`config.mk`:
```
export PLATFORM = sky130hd
export DESIGN_NAME = res_uart_tx_flat
export DESIGN_NICKNAME = d
export VERILOG_FILES = /design/src/rtl/res_uart_tx_pkg.sv /design/src/rtl/res_uart_tx_if.sv /design/src/rtl/res_uart_tx_fifo.sv /design/src/rtl/res_uart_tx.sv /design/src/flat_wrapper.sv
export SDC_FILE = /design/constraint.sdc
export NUM_CORES = 1
export LEC_CHECK = 0
export BUFFER_PORTS_ARGS = -buffer_cell sky130_fd_sc_hd__buf_2
export CAP_MARGIN = 25
export CORE_MARGIN = 5
export CORE_UTILIZATION = 47
export CTS_CLUSTER_SIZE = 12
export DETAILED_ROUTE_END_ITERATION = 10
export PLACE_DENSITY = 0.63
export SYNTH_ARGS = -nofsm -noshare
export SYNTH_HDL_FRONTEND = slang
export SYNTH_SLANG_ARGS = --single-unit
```
`constraint.sdc`:
```
create_clock -name clk -period 5.6 [get_ports clk]
set_input_delay 1.12 -clock clk [delete_from_list [all_inputs] [get_ports clk]]
set_output_delay 1.12 -clock clk [all_outputs]
set_load 0.05 [all_outputs]
```
`src/rtl/res_uart_tx_pkg.sv`:
```
// Shared types and constants for the result-byte UART transmitter.
// Frame layout constants and the transmitter FSM state encoding live here.
package res_uart_tx_pkg;

    localparam int DATA_BITS = 8;
    localparam int STOP_BITS = 1;

    typedef enum logic [1:0] {
        IDLE  = 2'd0,
        START = 2'd1,
        DATA  = 2'd2,
        STOP  = 2'd3
    } uart_state_t;

    // Integer clock cycles per serial bit; callers guarantee the result is >= 2.
    function automatic int clks_per_bit(input int clk_hz, input int baud);
        return clk_hz / baud;
    endfunction

endpackage

```
`src/rtl/res_uart_tx_if.sv`:
```
// Result-stream and serial-line bundle between the FIB result source and the UART stage.
// Handshake: code_valid is a one-cycle strobe with no ready; a byte is accepted at an edge
// where code_valid=1 and fifo_full=0, otherwise it is dropped and the sticky overflow flag is set.
interface res_uart_tx_if;
    import res_uart_tx_pkg::*;

    logic [7:0]  code_in;
    logic        code_valid;
    logic        tx;
    logic        busy;
    logic        fifo_full;
    logic        overflow;
    uart_state_t state;

    modport master (
        output code_in,
        output code_valid,
        input  tx,
        input  busy,
        input  fifo_full,
        input  overflow,
        input  state
    );

    modport slave (
        input  code_in,
        input  code_valid,
        output tx,
        output busy,
        output fifo_full,
        output overflow,
        output state
    );

endinterface

```
`src/rtl/res_uart_tx_fifo.sv`:
```
// Synchronous FIFO with flop storage; head is read straight from the storage flops.
// Pointers carry one extra wrap bit so full and empty are distinguishable.
module res_fifo #(
    parameter int WIDTH = 8,
    parameter int DEPTH = 8
) (
    input  logic             clk,
    input  logic             rst_n,
    input  logic             push,
    input  logic [WIDTH-1:0] din,
    input  logic             pop,
    output logic [WIDTH-1:0] dout,
    output logic             full,
    output logic             empty
);

    localparam int AW = $clog2(DEPTH);

    logic [WIDTH-1:0] mem [DEPTH];
    logic [AW:0]      wr_ptr;
    logic [AW:0]      rd_ptr;
    logic             do_push;
    logic             do_pop;

    assign full    = (wr_ptr[AW] != rd_ptr[AW]) && (wr_ptr[AW-1:0] == rd_ptr[AW-1:0]);
    assign empty   = (wr_ptr == rd_ptr);
    assign do_push = push && !full;
    assign do_pop  = pop && !empty;
    assign dout    = mem[rd_ptr[AW-1:0]];

    always_ff @(posedge clk) begin
        if (!rst_n) begin
            wr_ptr <= '0;
            rd_ptr <= '0;
        end else begin
            if (do_push) begin
                wr_ptr <= wr_ptr + 1'b1;
            end
            if (do_pop) begin
                rd_ptr <= rd_ptr + 1'b1;
            end
        end
    end

    // Storage needs no reset: empty is decided by the pointers alone.
    always_ff @(posedge clk) begin
        if (do_push) begin
            mem[wr_ptr[AW-1:0]] <= din;
        end
    end

endmodule

```
`src/rtl/res_uart_tx.sv`:
```
// Buffers FIB result bytes and serialises them as UART 8N1, LSB first, on one line.
// Holds the baud counter, bit index, shift register, FSM and sticky overflow flag.
module res_uart_tx
    import res_uart_tx_pkg::*;
#(
    parameter int CLK_HZ = 100_000_000,
    parameter int BAUD   = 115_200,
    parameter int DEPTH  = 8
) (
    input  logic          clk,
    input  logic          rst_n,
    res_uart_tx_if.slave  bus
);

    localparam int            CLKS_PER_BIT = clks_per_bit(CLK_HZ, BAUD);
    localparam int            CW           = $clog2(CLKS_PER_BIT);
    localparam logic [CW-1:0] CNT_LAST     = CW'(CLKS_PER_BIT - 1);
    localparam logic [2:0]    BIT_LAST     = 3'(DATA_BITS - 1);

    uart_state_t   state;
    logic [CW-1:0] baud_cnt;
    logic [2:0]    bit_idx;
    logic [7:0]    shift;
    logic          tx_r;
    logic          busy_r;
    logic          overflow_r;

    logic [7:0]    fifo_dout;
    logic          fifo_full;
    logic          fifo_empty;
    logic          push;
    logic          pop;
    logic          bit_done;

    assign bit_done = (baud_cnt == CNT_LAST);
    // full is a registered view, so a strobe while full is dropped even if a pop happens the same edge.
    assign push     = bus.code_valid && !fifo_full;
    assign pop      = !fifo_empty && ((state == IDLE) || ((state == STOP) && bit_done));

    res_fifo #(
        .WIDTH (8),
        .DEPTH (DEPTH)
    ) u_fifo (
        .clk   (clk),
        .rst_n (rst_n),
        .push  (push),
        .din   (bus.code_in),
        .pop   (pop),
        .dout  (fifo_dout),
        .full  (fifo_full),
        .empty (fifo_empty)
    );

    always_ff @(posedge clk) begin
        if (!rst_n) begin
            state    <= IDLE;
            baud_cnt <= '0;
            bit_idx  <= '0;
            shift    <= '0;
            tx_r     <= 1'b1;
            busy_r   <= 1'b0;
        end else begin
            case (state)
                IDLE: begin
                    baud_cnt <= '0;
                    if (pop) begin
                        shift  <= fifo_dout;
                        tx_r   <= 1'b0;
                        busy_r <= 1'b1;
                        state  <= START;
                    end
                end
                START: begin
                    if (bit_done) begin
                        baud_cnt <= '0;
                        tx_r     <= shift[0];
                        bit_idx  <= '0;
                        state    <= DATA;
                    end else begin
                        baud_cnt <= baud_cnt + 1'b1;
                    end
                end
                DATA: begin
                    if (bit_done) begin
                        baud_cnt <= '0;
                        if (bit_idx == BIT_LAST) begin
                            tx_r  <= 1'b1;
                            state <= STOP;
                        end else begin
                            // Bit 0 of shift is the bit on the line; expose the next one.
                            shift   <= shift >> 1;
                            tx_r    <= shift[1];
                            bit_idx <= bit_idx + 1'b1;
                        end
                    end else begin
                        baud_cnt <= baud_cnt + 1'b1;
                    end
                end
                STOP: begin
                    if (bit_done) begin
                        baud_cnt <= '0;
                        if (pop) begin
                            shift <= fifo_dout;
                            tx_r  <= 1'b0;
                            state <= START;
                        end else begin
                            busy_r <= 1'b0;
                            state  <= IDLE;
                        end
                    end else begin
                        baud_cnt <= baud_cnt + 1'b1;
                    end
                end
                default: begin
                    state  <= IDLE;
                    tx_r   <= 1'b1;
                    busy_r <= 1'b0;
                end
            endcase
        end
    end

    always_ff @(posedge clk) begin
        if (!rst_n) begin
            overflow_r <= 1'b0;
        end else if (bus.code_valid && fifo_full) begin
            overflow_r <= 1'b1;
        end
    end

    assign bus.tx        = tx_r;
    assign bus.busy      = busy_r;
    assign bus.fifo_full = fifo_full;
    assign bus.overflow  = overflow_r;
    assign bus.state     = state;

endmodule
```
`src/flat_wrapper.sv`:
```
// flat-port wrapper written by rule: the top's interface ports become plain ports
module res_uart_tx_flat import res_uart_tx_pkg::*;
#(
    parameter int CLK_HZ = 100_000_000,
    parameter int BAUD   = 115_200,
    parameter int DEPTH  = 8
)
  (clk, rst_n, bus_code_in, bus_code_valid, bus_tx, bus_busy, bus_fifo_full, bus_overflow, bus_state);
  res_uart_tx_if bus_i ();
  input  logic clk;
  input  logic rst_n;
  input wire logic [$bits(bus_i.code_in)-1:0] bus_code_in;
  input wire logic [$bits(bus_i.code_valid)-1:0] bus_code_valid;
  output wire logic [$bits(bus_i.tx)-1:0] bus_tx;
  output wire logic [$bits(bus_i.busy)-1:0] bus_busy;
  output wire logic [$bits(bus_i.fifo_full)-1:0] bus_fifo_full;
  output wire logic [$bits(bus_i.overflow)-1:0] bus_overflow;
  output wire logic [$bits(bus_i.state)-1:0] bus_state;
  assign bus_i.code_in = bus_code_in;
  assign bus_i.code_valid = bus_code_valid;
  assign bus_tx = bus_i.tx;
  assign bus_busy = bus_i.busy;
  assign bus_fifo_full = bus_i.fifo_full;
  assign bus_overflow = bus_i.overflow;
  assign bus_state = bus_i.state;
  res_uart_tx #(.CLK_HZ(CLK_HZ), .BAUD(BAUD), .DEPTH(DEPTH)) u_core (.clk(clk), .rst_n(rst_n), .bus(bus_i));
endmodule
```
Word level (Yosys, flattened, before mapping):

Memory sizes are Yosys's and may differ from the RTL's. A register that Yosys moved wholly into a read port is not among the register bits.
Index checks and enable logic that the tools add are counted.

* bits in registers: 34
* latch bits: 0
* bits in writable memories: 64
* bits in read-only memories: 0
* input bits: 11
* output and inout port bits: 6
* logic and storage cells: 81
* memories kept: 1

* $add $sub $neg: 4
* multipliers: 0
* divide/modulo/power cells: 0
* order comparisons: 0
* equal/unequal tests: 15
* shifts and indexed selects: 0
* mux-type cells: 32
* bitwise gates (word level): 0
* reductions and logical operators: 20

Memory list
* u_core.u_fifo.mem: depth 8, bits a word 8, read ports 1, clocked after memory_dff 1, write ports 1, line res_uart_tx_fifo.sv:19 `logic [WIDTH-1:0] mem [DEPTH];`

Operators with widths (count)
* 8-bit 2-to-1 mux: 4
* 8-bit case mux with 3 select lines: 1
* 10-bit case mux with 2 select lines: 1
* 3-bit 2-to-1 mux: 5
* 4-bit AND reduction: 3
* 1-bit 2-to-1 mux: 11
* 10-bit by 1-bit adder with 10-bit output, second input constant: 1
* 10-bit equality test, second input constant: 1
* 10-bit 2-to-1 mux: 1
* 2-bit 2-to-1 mux: 5
* 4-bit by 1-bit adder with 4-bit output, second input constant: 2
* 2-bit by 1-bit != test with 1-bit output, second input constant: 4
* 2-bit case mux with 4 select lines: 1
* 1-bit logical AND: 7
* 2-bit != test, second input constant: 3
* 3-bit case mux with 2 select lines: 1
* 5-bit AND reduction: 1
* 2-bit equality test, second input constant: 2
* 4-bit equality test: 1
* 1-bit case mux with 4 select lines: 1
* 2-bit nonzero test: 2
* 3-bit by 1-bit adder with 3-bit output, second input constant: 1
* 3-bit equality test: 1
* 3-bit equality test, second input constant: 1
* 9 further kinds: 10

Logic depth before layout (Yosys ltp):

* depth in word-level cells: 7
* gate-level depth with buffers: 9
* mapped depth without buffers: 7

Hierarchy:

Synthesis repeated with hierarchy kept, for this count alone.

* cell total of the unflattened synthesis: 328
* area total of the unflattened synthesis: 4629.4 µm²

By module, submodules not included
* res_fifo: times used 1, cells an instance 176, area an instance 3251.9 µm², sequential area each 2142.1 µm²
* res_uart_tx: times used 1, cells an instance 152, area an instance 1377.6 µm², sequential area each 520.5 µm²

Least setup slack after synthesis:

OpenSTA, ideal clock, no wires.

* kind: register to output
* from: reg u_core.u_fifo.wr_ptr[2]
* to: out bus_fifo_full
* data arrival time: 2.235 ns
* data required time: 4.480 ns
* setup slack: 2.245 ns
* cell stages (with the launch flop): 4
* path buffers: 1
* cell sequence: dfxtp_1 -> clkbuf_2 -> xor2_1 -> nor4_1

* word-level cells in the longest chain between the ends: 2

RTL lines
* start, declared: line res_uart_tx_fifo.sv:20 `logic [AW:0] wr_ptr;`
* start signal, assigned: line res_uart_tx_fifo.sv:37 `wr_ptr <= wr_ptr + 1'b1;`
* 3-bit equality test: line res_uart_tx_fifo.sv:25 `assign full = (wr_ptr[AW] != rd_ptr[AW]) && (wr_ptr[AW-1:0] == rd_ptr[AW-1:0]);`
* 1-bit logical AND: line res_uart_tx_fifo.sv:25
* end, declared: line flat_wrapper.sv:16 `output wire logic [$bits(bus_i.fifo_full)-1:0] bus_fifo_full;`

Every way passes these cells.

Worst setup path after layout:

* from: reg u_core.u_fifo.wr_ptr[1]
* to: out bus_fifo_full

The elaborated chain is that of the path after synthesis.

==> flow_metrics.tcl <==
set metrics [dict create \
    final_core_util_pct 51.6 \
    maxSlewViolCount 0 \
    grt_overflow 0 \
    ys_seq_area_share_pct 61.2 \
    layout-drive-gt1-share_pct 19.6 \
    cts_resized 0 \
    worst_slack_ns 2.71 \
    ys_ff_latch 101 \
    antennaDiodeCount 0 \
    cts_sinks 101 \
    yosys.area_share.simple_pct 10.9 \
    ys.flop_type "edfxtp_1" \
    grt_max_degree 21 \
    path_max_fanout 10 \
    combPwrFrac_pct 31.0 \
    grt_pass1_vias 2455 \
    initial_core_util_pct 47.5 \
    area_growth_pct 8.57 \
    synth_compound_area_share_pct 7.39 \
    final_common_cell "edfxtp_1" \
    drt_iter0_drc 116 \
    ios 17 \
    cap_violations 0 \
    dieArea_mm2 0.0113 \
    syn_avg_cell_area_um2 13.6 \
    row_count 35 \
    cp.required_ns 4.48 \
    p_per_area_mw_per_mm2 415 \
    ys_warn_count 0 \
    htree_levels 3 \
    slew_headroom_pct 41.3 \
    via_count 2485 \
    hold_slack_ns 0.464 \
    multi_input_area_mm2 0.00156 \
    placed_area_mm2 0.00450 \
    path_clk_slew_ns 0.10 \
    synth_edf_count 64 \
    core-area_mm2 0.00915 \
    endpoint_kind "output port" \
    p_sw_share_pct 34.1 \
    antenna_found_initial 0 \
    p_total_mw 1.96 \
    cts_tree "done" \
    cts_buffer_depth 2 \
    worstSetupStartpointType "flop" \
    post-route-period-util_pct 51.6 \
    final_cells 452 \
    max_freq_mhz 346 \
    syn_nets 342 \
    synthMuxAreaShare_pct 10.4 \
    p_int_mw 1.29 \
    grt_first_pass_wirelength_um 12800 \
    drcViolationCount 0 \
    wire_per_inst_um 16.7 \
    n_fill_cell 766 \
    postLayoutCellArea_mm2 0.00472 \
    synth_top_family_by_area "simple AND/OR/NAND/NOR gates" \
    synth_xor_area_share_pct 4.00 \
    dp.cells 434 \
    drt-total-wl_um 7560 \
    layout.nets 358 \
    insertion_delay_ns 0.37 \
    setup_tns_ns 0 \
    leakage_nw 1.62 \
    clockRootBuffer "clkbuf_8" \
    postSynthCellCount 320 \
    place_ws_ns 2.85 \
    peakVddDrop_mv 0.156 \
    clock_skew_ns 0.0158 \
    synth-adder-area-share_pct 3.16 \
    holdBufCountCts 0 \
    async_flop_share_pct 0 \
    worst_pin_slew_ns 0.877 \
    clkPwrFrac_pct 23.0 \
    switching_power_mw 0.668 \
    grt_usage_pct 14.7 \
    dp_hpwl_um 5030 \
    period_minus_slack_ns 2.89 \
    dr.pass1.iters 5 \
    yosysUniqueCellTypes 53 \
    place.gp.congestion 0.772 \
    numCtsBuffers 9 \
    seqPwrFrac_pct 46.1 \
    path_class "reg2out" \
    fp.dieH_um 106 \
    layout_common_cells "edfxtp_1 (64), dfxtp_1 (37), nor2_1 (27), nand2_1 (27)" \
    hold_violations 0 \
    setup_violations 0 \
    portBuffers 16 \
    ant_nets 0 \
    hold_path_class "reg2reg" \
    outcome "completed" \
    ff_latch_area_mm2 0.00266 \
    synth_area_mm2 0.00435 \
    cp_data_arrival_time_ns 1.77 \
    vias_per_cell 5.50 \
    post_cts_buffers 0 \
    grt_setup_unrepaired "no" \
    die_w_um 106 \
]
## cell usage after synthesis, types with 2 or more instances
cell,count,share of area (%)
nand3_1,7,0.80
edfxtp_1,64,44
a41oi_1,2,0.40
a21oi_1,16,1.8
buf_4,4,0.69
nand4_1,5,0.72
nor3_1,4,0.46
xor2_1,8,1.6
o21ai_0,6,0.69
and3_1,2,0.29
or2_2,2,0.29
dfxtp_1,37,17
inv_1,11,0.95
buf_2,3,0.34
ha_1,11,3.2
nor2_1,27,2.3
o31ai_1,3,0.52
mux4_2,16,8.3
nand2b_1,3,0.43
and3_4,2,0.52
clkbuf_1,5,0.43
nand2_1,27,2.3
mux2i_1,9,2.1
nor2b_1,2,0.29
o22ai_1,7,1.0
xnor2_1,10,2.0
## layer usage
layer  wire [um]  track usage (%)
met5           0                0
met3         294             3.83
met4          67             3.61
met2        3700             23.6
met1        3500             20.1
## sequential cells by signal, indices dropped and copies added, names as in the netlist, named ones only
| register | cells |
|---|---|
| u_core.baud_cnt | 10 |
| u_core.bit_idx | 3 |
| u_core.bus.busy | 1 |
| u_core.bus.overflow | 1 |
| u_core.bus.state | 2 |
| u_core.bus.tx | 1 |
| u_core.shift | 8 |
| u_core.u_fifo.mem | 64 |
| u_core.u_fifo.rd_ptr | 4 |
| u_core.u_fifo.wr_ptr | 4 |
## worst max-delay path, stage by stage, from the launching register on
cell	delay, ns
dfxtp_1	0.58
xor2_1	0.19
nor4_1	0.32
buf_2	0.33
## final timing paths
path | from | end | slack [ns] | cells after the start
setup / recovery | u_core.u_fifo.wr_ptr[1] | bus_fifo_full | 2.71 | 3
hold / removal | u_core.bit_idx[1] | u_core.bit_idx[1] | 0.46 | 2
setup reg to reg | u_core.u_fifo.wr_ptr[1] | u_core.u_fifo.mem[0][0] | 3.19 | 5
hold reg to reg | u_core.bit_idx[1] | u_core.bit_idx[1] | 0.46 | 2
## power groups by stage
stage	logic (mW)	registers [mW]	clock network (mW)
after detailed placement	0.576	0.939	0
final	0.606	0.903	0.450
after floorplan	0.482	0.932	0
after CTS	0.579	0.922	0.463
after global routing	0.679	0.912	0.496
after global placement	0.573	0.936	0
## cell families (layout without fill, tap and decap cells)
family | Yosys count | in the layout
muxes | 25 | 25
buffers and inverters | 27 | 48
AOI/OAI and AO/OA | 45 | 45
and+or+nand+nor | 92 | 92
xor gates and xnor gates | 19 | 19
DFF | 101 | 101
adders and majority gates | 11 | 11
## cell type report
| cell class | instances | area share (%) |
|---|---|---|
| inverters | 12 | 0.953 |
| repair buffers | 20 | 2.75 |
| multi-input cells | 192 | 32.9 |
| well taps | 111 | 2.94 |
| clock buffers | 9 | 2.62 |
| clock inverters | 7 | 1.43 |
| flip-flops and latches | 101 | 56.4 |
No activity file was read; power rests on OpenSTA's default activity.
